===== src/rtl/afe_ctrl_regs_s_if.sv =====
// ---------------------------------------------------------------------------
// axi4_lite_if : AXI4-Lite bundle (aw/w/b/ar/r channels, no prot/user).
//   modport s : responder view (used by afe_ctrl_regs_s)
//   modport m : initiator view
// ---------------------------------------------------------------------------
interface axi4_lite_if #(
   parameter int unsigned AW = 32,
   parameter int unsigned DW = 32
);
   logic [AW-1:0]   awaddr;
   logic            awvalid;
   logic            awready;
   logic [DW-1:0]   wdata;
   logic [DW/8-1:0] wstrb;
   logic            wvalid;
   logic            wready;
   logic [1:0]      bresp;
   logic            bvalid;
   logic            bready;
   logic [AW-1:0]   araddr;
   logic            arvalid;
   logic            arready;
   logic [DW-1:0]   rdata;
   logic [1:0]      rresp;
   logic            rvalid;
   logic            rready;

   modport s (
      input  awaddr, awvalid, wdata, wstrb, wvalid, bready, araddr, arvalid, rready,
      output awready, wready, bresp, bvalid, arready, rdata, rresp, rvalid
   );

   modport m (
      output awaddr, awvalid, wdata, wstrb, wvalid, bready, araddr, arvalid, rready,
      input  awready, wready, bresp, bvalid, arready, rdata, rresp, rvalid
   );
endinterface


===== src/rtl/afe_ctrl_regs_s.sv =====
// ---------------------------------------------------------------------------
// afe_ctrl_regs_s : AXI4-Lite responder for the AFE system control/status
// register window.
//   clk, rst_n      : clock, asynchronous active-low reset
//   afe_ctrl_i      : AXI4-Lite responder port
//   afe_ready, link_ok, dc_coarse_done, sync_done : async AFE status inputs
//   afe_rst, afe_ena: CTRL[0], CTRL[1]
//   ctrl_wr_p       : one-cycle pulse on every accepted CTRL write
// Map: 0x0 CTRL (RW, bits[1:0]), 0x4 STATUS (RO), 0x8 SCRATCH (RW), 0xC ID (RO)
// ---------------------------------------------------------------------------
module afe_ctrl_regs_s #(
   parameter int unsigned   AW       = 32,
   parameter int unsigned   DW       = 32,
   parameter logic [AW-1:0] BASE     = 32'h4300_0000,
   parameter logic [31:0]   ID_VAL   = 32'hAFE0_0001,
   parameter logic [31:0]   CTRL_RST = 32'h0000_0001
) (
   input  logic   clk,
   input  logic   rst_n,
   axi4_lite_if.s afe_ctrl_i,
   input  logic   afe_ready,
   input  logic   link_ok,
   input  logic   dc_coarse_done,
   input  logic   sync_done,
   output logic   afe_rst,
   output logic   afe_ena,
   output logic   ctrl_wr_p
);

   localparam logic [1:0] W_IDLE = 2'd0;
   localparam logic [1:0] W_DATA = 2'd1;   // have AW, waiting for W
   localparam logic [1:0] W_ADDR = 2'd2;   // have W, waiting for AW
   localparam logic [1:0] W_RESP = 2'd3;

   localparam logic R_IDLE = 1'b0;
   localparam logic R_DATA = 1'b1;

   localparam logic [1:0] RESP_OKAY   = 2'b00;
   localparam logic [1:0] RESP_SLVERR = 2'b10;

   // Write path state
   logic [1:0]      w_state_q, w_state_d;
   logic            awready_q, awready_d;
   logic            wready_q,  wready_d;
   logic [AW-1:2]   awaddr_q,  awaddr_d;
   logic [DW-1:0]   wdata_q,   wdata_d;
   logic [DW/8-1:0] wstrb_q,   wstrb_d;
   logic            bvalid_q,  bvalid_d;
   logic [1:0]      bresp_q,   bresp_d;
   logic            ctrl_wr_p_q, ctrl_wr_p_d;

   // Read path state
   logic            r_state_q, r_state_d;
   logic            arready_q, arready_d;
   logic            rvalid_q,  rvalid_d;
   logic [1:0]      rresp_q,   rresp_d;
   logic [DW-1:0]   rdata_q,   rdata_d;

   // Register file and status synchronizers
   logic [1:0]      ctrl_q,    ctrl_d;
   logic [DW-1:0]   scratch_q, scratch_d;
   logic [3:0]      status_meta_q, status_meta_d;
   logic [3:0]      status_sync_q, status_sync_d;

   // Write-side decode helpers
   logic            aw_hs, w_hs, wr_commit, wr_in_win;
   logic [AW-1:2]   wr_word;
   logic [1:0]      wr_off;
   logic [DW-1:0]   wr_data;
   logic [DW/8-1:0] wr_strb;

   // Read-side decode helpers
   logic            ar_hs, rd_in_win;
   logic [AW-1:2]   rd_word;

   // NOTE: every _d below is computed in always_comb with a default assigned
   // first, so no path leaves a signal unassigned and no latch is inferred.
   always_comb begin
      status_meta_d = {sync_done, dc_coarse_done, link_ok, afe_ready};
      status_sync_d = status_meta_q;

      aw_hs = afe_ctrl_i.awvalid & awready_q;
      w_hs  = afe_ctrl_i.wvalid  & wready_q;

      // The last handshake of a write may be this very cycle, so decode from
      // the live bus for whichever half arrives now, else from the capture.
      wr_word   = aw_hs ? afe_ctrl_i.awaddr[AW-1:2] : awaddr_q;
      wr_data   = w_hs  ? afe_ctrl_i.wdata : wdata_q;
      wr_strb   = w_hs  ? afe_ctrl_i.wstrb : wstrb_q;
      wr_in_win = (wr_word[AW-1:4] == BASE[AW-1:4]);
      wr_off    = wr_word[3:2];

      w_state_d   = w_state_q;
      awaddr_d    = aw_hs ? afe_ctrl_i.awaddr[AW-1:2] : awaddr_q;
      wdata_d     = wr_data;
      wstrb_d     = wr_strb;
      bvalid_d    = bvalid_q;
      bresp_d     = bresp_q;
      ctrl_d      = ctrl_q;
      scratch_d   = scratch_q;
      ctrl_wr_p_d = 1'b0;
      wr_commit   = 1'b0;

      case (w_state_q)
         W_IDLE: begin
            if (aw_hs && w_hs) wr_commit = 1'b1;
            else if (aw_hs)    w_state_d = W_DATA;
            else if (w_hs)     w_state_d = W_ADDR;
         end
         W_DATA: if (w_hs)  wr_commit = 1'b1;
         W_ADDR: if (aw_hs) wr_commit = 1'b1;
         default: begin
            if (afe_ctrl_i.bready) begin
               w_state_d = W_IDLE;
               bvalid_d  = 1'b0;
            end
         end
      endcase

      if (wr_commit) begin
         w_state_d = W_RESP;
         bvalid_d  = 1'b1;
         bresp_d   = RESP_SLVERR;
         if (wr_in_win && wr_off == 2'd0) begin
            bresp_d     = RESP_OKAY;
            ctrl_wr_p_d = 1'b1;   // pulses even when no strobe is set
            if (wr_strb[0]) ctrl_d = wr_data[1:0];
         end else if (wr_in_win && wr_off == 2'd2) begin
            bresp_d = RESP_OKAY;
            for (int b = 0; b < DW/8; b++)
               if (wr_strb[b]) scratch_d[b*8 +: 8] = wr_data[b*8 +: 8];
         end
      end

      // Ready flags are registered from the next state so they are low in
      // reset and never open while a response is still pending.
      awready_d = (w_state_d == W_IDLE) || (w_state_d == W_ADDR);
      wready_d  = (w_state_d == W_IDLE) || (w_state_d == W_DATA);

      ar_hs     = afe_ctrl_i.arvalid & arready_q;
      rd_word   = afe_ctrl_i.araddr[AW-1:2];
      rd_in_win = (rd_word[AW-1:4] == BASE[AW-1:4]);

      r_state_d = r_state_q;
      rvalid_d  = rvalid_q;
      rresp_d   = rresp_q;
      rdata_d   = rdata_q;

      if (r_state_q == R_IDLE) begin
         if (ar_hs) begin
            r_state_d = R_DATA;
            rvalid_d  = 1'b1;
            rresp_d   = RESP_OKAY;
            // Register values are the pre-edge ones, so a same-cycle write
            // to the same register is not visible to this read.
            if (!rd_in_win) begin
               rresp_d = RESP_SLVERR;
               rdata_d = '0;
            end else begin
               case (rd_word[3:2])
                  2'd0:    rdata_d = {{(DW-2){1'b0}}, ctrl_q};
                  2'd1:    rdata_d = {{(DW-4){1'b0}}, status_sync_q};
                  2'd2:    rdata_d = scratch_q;
                  default: rdata_d = ID_VAL[DW-1:0];
               endcase
            end
         end
      end else if (afe_ctrl_i.rready) begin
         r_state_d = R_IDLE;
         rvalid_d  = 1'b0;
      end

      arready_d = (r_state_d == R_IDLE);
   end

   // NOTE: state is updated with non-blocking assignments only, so every flop
   // samples the pre-edge value of every other flop.
   always_ff @(posedge clk or negedge rst_n) begin
      if (!rst_n) begin
         w_state_q     <= W_IDLE;
         awready_q     <= 1'b0;
         wready_q      <= 1'b0;
         awaddr_q      <= '0;
         wdata_q       <= '0;
         wstrb_q       <= '0;
         bvalid_q      <= 1'b0;
         bresp_q       <= RESP_OKAY;
         ctrl_wr_p_q   <= 1'b0;
         r_state_q     <= R_IDLE;
         arready_q     <= 1'b0;
         rvalid_q      <= 1'b0;
         rresp_q       <= RESP_OKAY;
         rdata_q       <= '0;
         ctrl_q        <= CTRL_RST[1:0];
         scratch_q     <= '0;
         status_meta_q <= '0;
         status_sync_q <= '0;
      end else begin
         w_state_q     <= w_state_d;
         awready_q     <= awready_d;
         wready_q      <= wready_d;
         awaddr_q      <= awaddr_d;
         wdata_q       <= wdata_d;
         wstrb_q       <= wstrb_d;
         bvalid_q      <= bvalid_d;
         bresp_q       <= bresp_d;
         ctrl_wr_p_q   <= ctrl_wr_p_d;
         r_state_q     <= r_state_d;
         arready_q     <= arready_d;
         rvalid_q      <= rvalid_d;
         rresp_q       <= rresp_d;
         rdata_q       <= rdata_d;
         ctrl_q        <= ctrl_d;
         scratch_q     <= scratch_d;
         status_meta_q <= status_meta_d;
         status_sync_q <= status_sync_d;
      end
   end

   assign afe_ctrl_i.awready = awready_q;
   assign afe_ctrl_i.wready  = wready_q;
   assign afe_ctrl_i.bvalid  = bvalid_q;
   assign afe_ctrl_i.bresp   = bresp_q;
   assign afe_ctrl_i.arready = arready_q;
   assign afe_ctrl_i.rvalid  = rvalid_q;
   assign afe_ctrl_i.rresp   = rresp_q;
   assign afe_ctrl_i.rdata   = rdata_q;

   assign afe_rst   = ctrl_q[0];
   assign afe_ena   = ctrl_q[1];
   assign ctrl_wr_p = ctrl_wr_p_q;

endmodule


===== src/flat_wrapper.sv =====
// flat-port wrapper written by rule: the top's interface ports become plain ports
module afe_ctrl_regs_s_flat 
#(
   parameter int unsigned   AW       = 32,
   parameter int unsigned   DW       = 32,
   parameter logic [AW-1:0] BASE     = 32'h4300_0000,
   parameter logic [31:0]   ID_VAL   = 32'hAFE0_0001,
   parameter logic [31:0]   CTRL_RST = 32'h0000_0001
)
  (clk, rst_n, afe_ready, link_ok, dc_coarse_done, sync_done, afe_rst, afe_ena, ctrl_wr_p, afe_ctrl_i_awaddr, afe_ctrl_i_awvalid, afe_ctrl_i_wdata, afe_ctrl_i_wstrb, afe_ctrl_i_wvalid, afe_ctrl_i_bready, afe_ctrl_i_araddr, afe_ctrl_i_arvalid, afe_ctrl_i_rready, afe_ctrl_i_awready, afe_ctrl_i_wready, afe_ctrl_i_bresp, afe_ctrl_i_bvalid, afe_ctrl_i_arready, afe_ctrl_i_rdata, afe_ctrl_i_rresp, afe_ctrl_i_rvalid);
  axi4_lite_if #(.AW(AW), .DW(DW)) afe_ctrl_i_i ();
  input  logic clk;
  input  logic rst_n;
  input  logic afe_ready;
  input  logic link_ok;
  input  logic dc_coarse_done;
  input  logic sync_done;
  output logic afe_rst;
  output logic afe_ena;
  output logic ctrl_wr_p;
  input wire logic [$bits(afe_ctrl_i_i.awaddr)-1:0] afe_ctrl_i_awaddr;
  input wire logic [$bits(afe_ctrl_i_i.awvalid)-1:0] afe_ctrl_i_awvalid;
  input wire logic [$bits(afe_ctrl_i_i.wdata)-1:0] afe_ctrl_i_wdata;
  input wire logic [$bits(afe_ctrl_i_i.wstrb)-1:0] afe_ctrl_i_wstrb;
  input wire logic [$bits(afe_ctrl_i_i.wvalid)-1:0] afe_ctrl_i_wvalid;
  input wire logic [$bits(afe_ctrl_i_i.bready)-1:0] afe_ctrl_i_bready;
  input wire logic [$bits(afe_ctrl_i_i.araddr)-1:0] afe_ctrl_i_araddr;
  input wire logic [$bits(afe_ctrl_i_i.arvalid)-1:0] afe_ctrl_i_arvalid;
  input wire logic [$bits(afe_ctrl_i_i.rready)-1:0] afe_ctrl_i_rready;
  output wire logic [$bits(afe_ctrl_i_i.awready)-1:0] afe_ctrl_i_awready;
  output wire logic [$bits(afe_ctrl_i_i.wready)-1:0] afe_ctrl_i_wready;
  output wire logic [$bits(afe_ctrl_i_i.bresp)-1:0] afe_ctrl_i_bresp;
  output wire logic [$bits(afe_ctrl_i_i.bvalid)-1:0] afe_ctrl_i_bvalid;
  output wire logic [$bits(afe_ctrl_i_i.arready)-1:0] afe_ctrl_i_arready;
  output wire logic [$bits(afe_ctrl_i_i.rdata)-1:0] afe_ctrl_i_rdata;
  output wire logic [$bits(afe_ctrl_i_i.rresp)-1:0] afe_ctrl_i_rresp;
  output wire logic [$bits(afe_ctrl_i_i.rvalid)-1:0] afe_ctrl_i_rvalid;
  assign afe_ctrl_i_i.awaddr = afe_ctrl_i_awaddr;
  assign afe_ctrl_i_i.awvalid = afe_ctrl_i_awvalid;
  assign afe_ctrl_i_i.wdata = afe_ctrl_i_wdata;
  assign afe_ctrl_i_i.wstrb = afe_ctrl_i_wstrb;
  assign afe_ctrl_i_i.wvalid = afe_ctrl_i_wvalid;
  assign afe_ctrl_i_i.bready = afe_ctrl_i_bready;
  assign afe_ctrl_i_i.araddr = afe_ctrl_i_araddr;
  assign afe_ctrl_i_i.arvalid = afe_ctrl_i_arvalid;
  assign afe_ctrl_i_i.rready = afe_ctrl_i_rready;
  assign afe_ctrl_i_awready = afe_ctrl_i_i.awready;
  assign afe_ctrl_i_wready = afe_ctrl_i_i.wready;
  assign afe_ctrl_i_bresp = afe_ctrl_i_i.bresp;
  assign afe_ctrl_i_bvalid = afe_ctrl_i_i.bvalid;
  assign afe_ctrl_i_arready = afe_ctrl_i_i.arready;
  assign afe_ctrl_i_rdata = afe_ctrl_i_i.rdata;
  assign afe_ctrl_i_rresp = afe_ctrl_i_i.rresp;
  assign afe_ctrl_i_rvalid = afe_ctrl_i_i.rvalid;
  afe_ctrl_regs_s #(.AW(AW), .DW(DW), .BASE(BASE), .ID_VAL(ID_VAL), .CTRL_RST(CTRL_RST)) u_core (.clk(clk), .rst_n(rst_n), .afe_ctrl_i(afe_ctrl_i_i), .afe_ready(afe_ready), .link_ok(link_ok), .dc_coarse_done(dc_coarse_done), .sync_done(sync_done), .afe_rst(afe_rst), .afe_ena(afe_ena), .ctrl_wr_p(ctrl_wr_p));
endmodule

===== config.mk =====
export PLATFORM = sky130hd
export DESIGN_NAME = afe_ctrl_regs_s_flat
export DESIGN_NICKNAME = d
export VERILOG_FILES = /design/src/rtl/afe_ctrl_regs_s_if.sv /design/src/rtl/afe_ctrl_regs_s.sv /design/src/flat_wrapper.sv
export SDC_FILE = /design/constraint.sdc
export NUM_CORES = 1
export LEC_CHECK = 0
export BUFFER_PORTS_ARGS = -buffer_cell sky130_fd_sc_hd__buf_2
export CORE_ASPECT_RATIO = 1.75
export CORE_MARGIN = 2
export CORE_UTILIZATION = 30
export CTS_CLUSTER_SIZE = 40
export DETAILED_ROUTE_END_ITERATION = 10
export PLACE_DENSITY = 0.63
export SETUP_SLACK_MARGIN = 0.02
export SLEW_MARGIN = 20
export SYNTH_ARGS = -nofsm -noshare
export SYNTH_HDL_FRONTEND = slang
export SYNTH_SLANG_ARGS = --single-unit

===== constraint.sdc =====
create_clock -name clk -period 1.86 [get_ports clk]
set_clock_uncertainty 0.15 [all_clocks]
set_input_delay 0.093 -clock clk [delete_from_list [all_inputs] [get_ports clk]]
set_output_delay 0.093 -clock clk [all_outputs]
set_load 0.005 [all_outputs]

# Word level (Yosys, flattened, before mapping)
# Index checks and enable logic that the tools add are counted.
# word_totals
out_inout_bits	44
ff_bits	153
wordCells	88
input_bits	111
# classes
n_eq_ne	11
n_mux	29
bitwise_logic	6
n_reduce_logical	21
# ops
op	count
$pmux 32 s3	1
$mux 32	2
$eq 28x27->1 const B	2
$mux 30	1
$mux 2	8
$reduce_and 4->1	4
$mux 1	14
$eq 2x2->1 const B	4
$logic_not 2->1	4
$eq 2x1->1 const B	3
$reduce_and 2->1	3
$mux 4	1
$pmux 2 s2	1
$reduce_bool 2->1	2
$and 1x1->1	3
$logic_and 1x1->1	3
$not 1->1	3
$pmux 1 s3	1
$reduce_and 3->1	1
$reduce_or 3->1	1
$logic_or 1x1->1	2
$ne 2x1->1 const B	1
$ne 2x2->1 const B	1
$reduce_or 2->1	1

# Logic depth before layout (Yosys ltp)
# Gate-level depths: netlist of run 1.
# depth
depth_word	8
mapped_depth	7
mapped_depth_nobuf	5

# Worst setup path before layout of run 1
# Ideal clock, no wire load.
# synth_path
path_kind	register to register
startpoint	reg u_core.awready_q (netlist: u_core.afe_ctrl_i.awready)
endpoint	reg u_core.scratch_q[10]
setup_ns	0.125
path_stages_with_launch	8
n_path_buf	2
path_slack_ns	-0.148
period_less_slack_ns	2.008
t_arrival_ns	1.733
t_required_ns	1.585
cell_sequence	dfrtp_1 and2_1 buf_2 nor4_1 a21o_2 and4_4 buf_12 mux2_4
# synth_via
elab_chain_len	6
word_cells_on_any_way	13
classes_between	2 x eq/ne; 4 x mux; 2 x bitwise; 5 x reduce/logical
# synth_rtl
element	line	source
from (decl)	afe_ctrl_regs_s.sv:43	logic awready_q, awready_d;
from (signal assigned)	afe_ctrl_regs_s.sv:200	awready_q <= awready_d;
$and 1x1->1 (*)	afe_ctrl_regs_s.sv:82	aw_hs = afe_ctrl_i.awvalid & awready_q;
$mux 30	afe_ctrl_regs_s.sv:87	wr_word = aw_hs ? afe_ctrl_i.awaddr[AW-1:2] : awaddr_q;
$eq 28x27->1 or $logic_not 2->1 (tied branches)	afe_ctrl_regs_s.sv:90, afe_ctrl_regs_s.sv:124	
$logic_and 1x1->1	afe_ctrl_regs_s.sv:124	if (wr_in_win && wr_off == 2'd0) begin
$not 1->1 (no line)	n/a	
$reduce_and 4->1 (no line) (*)	n/a	
to (signal assigned)	afe_ctrl_regs_s.sv:214	scratch_q <= scratch_d;
to (decl)	afe_ctrl_regs_s.sv:61	logic [DW-1:0] scratch_q, scratch_d;
# Every way passes the cells marked *; elsewhere a longest branch is shown, timed or not.
# A chain may end at the register's enable or synchronous reset.

# Final worst setup path of run 1
# layout_path
startpoint	reg u_core.awaddr_q[14] (netlist bit)
endpoint	reg u_core.scratch_q[23]
# layout_via
elab_chain_len	5
word_cells_on_any_way	6
classes_between	1 x eq/ne; 1 x mux; 1 x bitwise; 3 x reduce/logical
# layout_rtl
element	line	source
from (decl)	afe_ctrl_regs_s.sv:45	logic [AW-1:2] awaddr_q, awaddr_d;
from (signal assigned)	afe_ctrl_regs_s.sv:202	awaddr_q <= awaddr_d;
$mux 30 (*)	afe_ctrl_regs_s.sv:87	
$eq 28x27->1 (*)	afe_ctrl_regs_s.sv:90	wr_in_win = (wr_word[AW-1:4] == BASE[AW-1:4]);
$logic_and 1x1->1	afe_ctrl_regs_s.sv:124	
$not 1->1 (no line)	n/a	
$reduce_and 4->1 (no line) (*)	n/a	
# Marked as above.

==> run summary, run 1 <==
area leader, netlist: dfrtp_1
setup violators final: 45
clock sinks: 151
filler cell count: 1,822
Avg Vias per Cell: 4.67
global-route wire length before repair: 25,000 um
GPL Wtd Cong: 0.770
critical path arrival: 2.41 ns
post-synthesis async set-or-reset flop share: 1.00
flops & latches, synth: 151
Peak VDD IR: 0.743 mV
drt wl/cell: 16.8 um
max cap viols: 0
final WL: 15,500 um
ys flop type: dfrtp_1
Leak: 4.18 nW
DPL Wire Length: 10,600 um
largest net degree at the start of global routing: 41
CTS tree: done
initial antenna violation count: 0
1st-iter DRT viols: 68
die area: 0.0214 mm^2
layout cells sized above 1: 0.510
multi-input logic area: 0.00216 mm^2
row cnt: 68
area fraction of the dominant cell type after synthesis: 0.620
CTS Buf Count: 17
Max Freq: 0.442 GHz
crit path kind: reg -> reg
drt drc: 0
Root Driver: clkbuf_16
post-route ant nets: 0
Post-synth EDFFs: 0
CORE AREA: 0.0197 mm^2
cell area after layout: 0.00877 mm^2
Post-synth top cells: dfrtp_1 (150), mux2_2 (71), a22o_1 (25)
Mapped Cells: 401
aggregate global-route resource usage: 0.147
mapped cell area: 0.00605 mm^2
Critical Path End Type: register
clock insertion delay at the later pin of the skew report: 0.41 ns
max-slew violations: 0
status: finished, violations left
total chip power: 0.0100 W
IO Port Bufs: 148
width of the die: 111 um
Syn. warnings: 0
Avg Cell Area, Syn: 15.1 um^2
setup TNS: -12.89 ns
most common cell in the netlist: dfrtp_1
H-tree depth: 4
CP Data Required Time: 2.00 ns
dpl ws: -0.413 ns
Final Hold Fails: 1
clk slew on worst S/H paths: 0.07 ns
Hold Path Class: in -> reg
Placed Area: 0.00722 mm^2
die height: 192 um
gr ovfl total: 0
FF+latch area: 0.00378 mm^2
vias in the first global route: 4,844
maximum root-to-sink buffer count: 2
n_diodes: 0
synth top area cells: dfrtp_1 (62%), mux2_2 (13%), mux2_4 (6.0%)
DRT Pass-1 Iters: 4
CP Launch Type: register
Netlist cell types: 43
Min Clock Period, post-route: 2.26 ns
failing checks: negative hold slack, negative setup slack
Power Density: 1140 mW/mm^2
worst-path maximum fanout: 8
Worst Hold Margin: -0.00178 ns
final worst slack: -0.403 ns
area grow syn2layout: 44.9%
I/O Pins: 155
Vias: 4,322
Tcrit/Tclk final: 1.22
Starting Density: 0.307
RSZ-0062 raised after global routing: yes
nets: 778
register area share after synthesis: 0.624
state kept, by name, summed over array words and instances, names as in the netlist:
register	flops
u_core.afe_ctrl_i.wready	1
u_core.afe_ctrl_i.arready	1
u_core.wstrb_q	4
u_core.ctrl_wr_p	1
u_core.afe_ctrl_i.rvalid	1
u_core.afe_ctrl_i.rresp	1
u_core.w_state_q	2
u_core.status_meta_q	4
u_core.afe_ctrl_i.rdata	32
u_core.status_sync_q	4
u_core.ctrl_q	2
u_core.awaddr_q	30
u_core.afe_ctrl_i.awready	1
u_core.afe_ctrl_i.bresp	1
u_core.r_state_q	1
u_core.wdata_q	32
u_core.afe_ctrl_i.bvalid	1
u_core.scratch_q	32
area by class of cell:
cell class	count	share of cell area
inverter	5	0.00214
multi-input combinational	226	0.246
sequential	151	0.431
timing repair buffer	266	0.223
clock buffer	18	0.0501
clock inverter	14	0.0133
tap	245	0.0349
cells by family (layout without fill, tap and decap cells):
kind of cell | after synthesis | after routing | share of synthesized area
AOI/OAI and AO/OA | 47 | 47 | 0.0591
buffers and inverters | 25 | 303 | 0.0293
DFF | 151 | 151 | 0.624
muxes | 103 | 103 | 0.206
other | 1 | 2 | 0.000619
and+or+nand+nor | 74 | 74 | 0.0808
worst paths after layout:
kind / start / endpoint / slack [ns] / cells past startpoint
setup reg to reg: u_core.awaddr_q[14] / u_core.scratch_q[23] / -0.40 / 5
min in group asynchronous: rst_n / u_core.awaddr_q[21] / 0.47 / 3
hold reg to reg: u_core.status_meta_q[3] / u_core.status_sync_q[3] / 0.20 / 0
max in group asynchronous: rst_n / u_core.wdata_q[10] / 0.58 / 4
hold / removal: afe_ctrl_i_araddr[12] / u_core.afe_ctrl_i.rresp[1] / -0.002 / 5
setup / recovery: u_core.awaddr_q[14] / u_core.scratch_q[23] / -0.40 / 5
stage by stage:
| step | utilization | std cells |
|---|---|---|
| 2_1_floorplan | - | 402 |
| 3_3_place_gp | 0.366 | 803 |
| 3_5_place_dp | 0.366 | 803 |
| 4_1_cts | 0.442 | 923 |
| 5_1_grt | 0.444 | 925 |
| 6_report | 0.444 | 925 |
what timing repair did:
action,CTS,global route
setup buffers,9,1
pin swaps,6,9
cloned,2,1
hold endpoints to repair,271,0
setup endpoints to repair,56,64
hold buffers,77,0
resized for setup,14,7
power by group:
part | switching (W) | internal [W] | leakage, nW
clock | 0.00148 | 0.00178 | 0.268
sequential | 0.000384 | 0.00411 | 1.91
combinational | 0.00100 | 0.00128 | 2.00
total | 0.00287 | 0.00717 | 4.18
per-layer routing:
metal  global-route usage  vias up  wire length [um]
met5                    0        -                 0
met4               0.0608        0               322
met3               0.0303       19               572
met2                0.270      105              8440
met1                0.166     2198              6170
li1                     -     2000                 -
worst max-delay path, stage by stage (launching register included):
cell     delay (ns)
dfrtp_1        0.40
nor4b_2        0.31
nand4_1        0.23
o22ai_4        0.33
and4_4         0.40
mux2_4         0.32
layout by cell type (no fill, tap or decap), drive strengths merged, types with 3 or more instances in the layout:
cell type    instances
clkbuf              21
dlygate4sd3         76
dfrtp              150
nor4                15
nand4                7
nor2                20
mux2               100
o21ai               14
nand2               13
and4                 3
nor4b                5
clkinvlp             3
inv                 11
buf                187
a22o                25
clkinv               5
mux2i                3
Note: power is estimated with default switching activity, not from simulation.
==> run 2, diff against run 1 <==
RECOVER_POWER = 100   (was default)
==> run summary, run 2 (synthesized netlist as in run 1, its figures left out) <==
Max Freq: 0.443 GHz
Worst Tran Pin Value: 0.634 ns
CP Data Required Time: 2.00 ns
CTS Buf Count: 17
Hold Path Class: in -> reg
Power Density: 1150 mW/mm^2
post-route ant nets: 0
Avg Vias per Cell: 4.64
reg-to-reg setup timing slack: -0.40 ns
Vias: 4,294
critical path arrival: 2.40 ns
area grow syn2layout: 42.7%
most frequent cells in the layout: dfrtp_1 (150), buf_2 (124), dlygate4sd3_1 (76)
Placed Area: 0.00722 mm^2
Inst Count DP: 803
H-tree depth: 4
worst reg-to-reg path cell count: 5
crit-path cells: nor4_2, nand4_1, o22ai_4, and4_4, mux2_4
crit path kind: reg -> reg
dpl ws: -0.413 ns
CORE AREA: 0.0197 mm^2
maximum root-to-sink buffer count: 2
final WL: 15,500 um
multi-input logic area: 0.00215 mm^2
clock sinks: 151
r2r endpoint: u_core.scratch_q[23]
FF+latch area: 0.00378 mm^2
Largest stage delay, worst path: 0.40 ns
Crit. Startpoint: u_core.awaddr_q[5]
WP buf/inv: 0
relative slew slack: 0.578
initial antenna violation count: 0
vias in the first global route: 4,844
GPL Wtd Cong: 0.770
Worst Hold Margin: -0.0179 ns
cell area after layout: 0.00864 mm^2
DPL Wire Length: 10,600 um
commonest non-fill, non-tap cell in the layout: dfrtp_1
Slowest-stage cell, CP: dfrtp_1
die height: 192 um
1st-iter DRT viols: 89
largest net degree at the start of global routing: 41
Hold Path Depth: 5
drt wl/cell: 16.8 um
max cap viols: 0
I/O Pins: 155
CTS tree: done
nets: 778
filler cell count: 1,853
Final Hold Fails: 1
Hold Path Sink: u_core.afe_ctrl_i.rresp[1]
IO Port Bufs: 148
width of the die: 111 um
max-slew violations: 0
die area: 0.0214 mm^2
final worst slack: -0.399 ns
worst-path maximum fanout: 8
Root Driver: clkbuf_16
clock insertion delay at the later pin of the skew report: 0.41 ns
layout cells sized above 1: 0.441
Post-Route Utilization: 0.438
Tcrit/Tclk final: 1.21
final cell count without fillers: 925
Starting Density: 0.307
drt drc: 0
Top Family by Delay on Critical Path: simple AND/OR/NAND/NOR gates
status: finished, violations left
FF-to-FF Start: u_core.awaddr_q[5]
global-route wire length before repair: 25,000 um
Peak VDD IR: 0.733 mV
clk slew on worst S/H paths: 0.07 ns
Leak: 4.03 nW
min-delay src: afe_ctrl_i_araddr[12]
RSZ-0062 raised after global routing: yes
Min Clock Period, post-route: 2.26 ns
aggregate global-route resource usage: 0.147
failing checks: negative hold slack, negative setup slack
setup violators final: 55
gr ovfl total: 0
n_diodes: 0
DRT Pass-1 Iters: 4
row cnt: 68
Critical Path End Type: register
CP Launch Type: register
-- run 2: cell count changes in the layout (fill, tap and decap cells not counted), moves of 2 or more --
cell	previous run	this run
buf_1	0	2
buf_12	5	1
buf_2	147	124
buf_4	30	15
clkbuf_1	0	29
clkbuf_2	0	3
clkbuf_4	0	9
mux2_1	0	13
mux2_2	71	58
-- run 2: timing repair --
| action | in CTS | in global routing |
|---|---|---|
| setup endpoints to repair | 56 | 64 |
| setup buffers | 9 | 1 |
| gates resized for setup | 14 | 7 |
| hold buffers | 77 | 0 |
| hold endpoints to repair | 271 | 0 |
| cloned | 2 | 1 |
| pin swaps | 6 | 9 |
-- run 2: layout make-up --
cell class | instances | share of cell area
Multi-Input combinational cell | 226 | 0.248
Sequential cell | 151 | 0.437
Clock buffer | 18 | 0.0508
Tap cell | 245 | 0.0355
Timing Repair Buffer | 266 | 0.212
Inverter | 5 | 0.00217
Clock inverter | 14 | 0.0135
-- run 2: how the worst max path moves through the flow --
stage                      endpoint  cells past startpoint  slack, ns
6_report       u_core.scratch_q[23]                      5      -0.40
5_1_grt        u_core.scratch_q[29]                      5      -0.45
4_1_cts         u_core.scratch_q[9]                      5      -0.39
3_5_place_dp   u_core.scratch_q[26]                      5      -0.41
3_3_place_gp   u_core.scratch_q[29]                      5      -0.40
2_1_floorplan  u_core.scratch_q[10]                      6      -0.14
-- run 2: worst register-to-register path: stages (launching register included) --
cell and delay (ns):
dfrtp_1 0.40, nor4_2 0.31, nand4_1 0.23, o22ai_4 0.33, and4_4 0.40, mux2_4 0.33
-- run 2: report_power, final --
part | total (W) | leakage, nW | switching [W] | internal (W)
combinational | 0.00216 | 1.86 | 0.000995 | 0.00117
clock | 0.00325 | 0.268 | 0.00147 | 0.00178
sequential | 0.00450 | 1.91 | 0.000386 | 0.00411
total | 0.00991 | 4.03 | 0.00285 | 0.00706
-- run 2: layer usage --
| layer | vias to the layer above | wire length (um) | GRT usage |
|---|---|---|---|
| li1 | 2002 | - | - |
| met1 | 2174 | 6190 | 0.166 |
| met2 | 101 | 8440 | 0.270 |
| met3 | 17 | 575 | 0.0303 |
| met4 | 0 | 306 | 0.0608 |
| met5 | - | 0 | 0 |
-- run 2: metrics by stage --
step | hold WS [ns] | total power (W) | setup TNS (ns)
after CTS | -0.0438 | 0.0101 | -13.49
after global placement | -0.130 | 0.00648 | -12.36
after global routing | 0.0187 | 0.0104 | -18.05
after floorplan | -0.353 | 0.00578 | -3.25
after detailed placement | -0.122 | 0.00665 | -13.10
final | -0.0179 | 0.00991 | -13.56
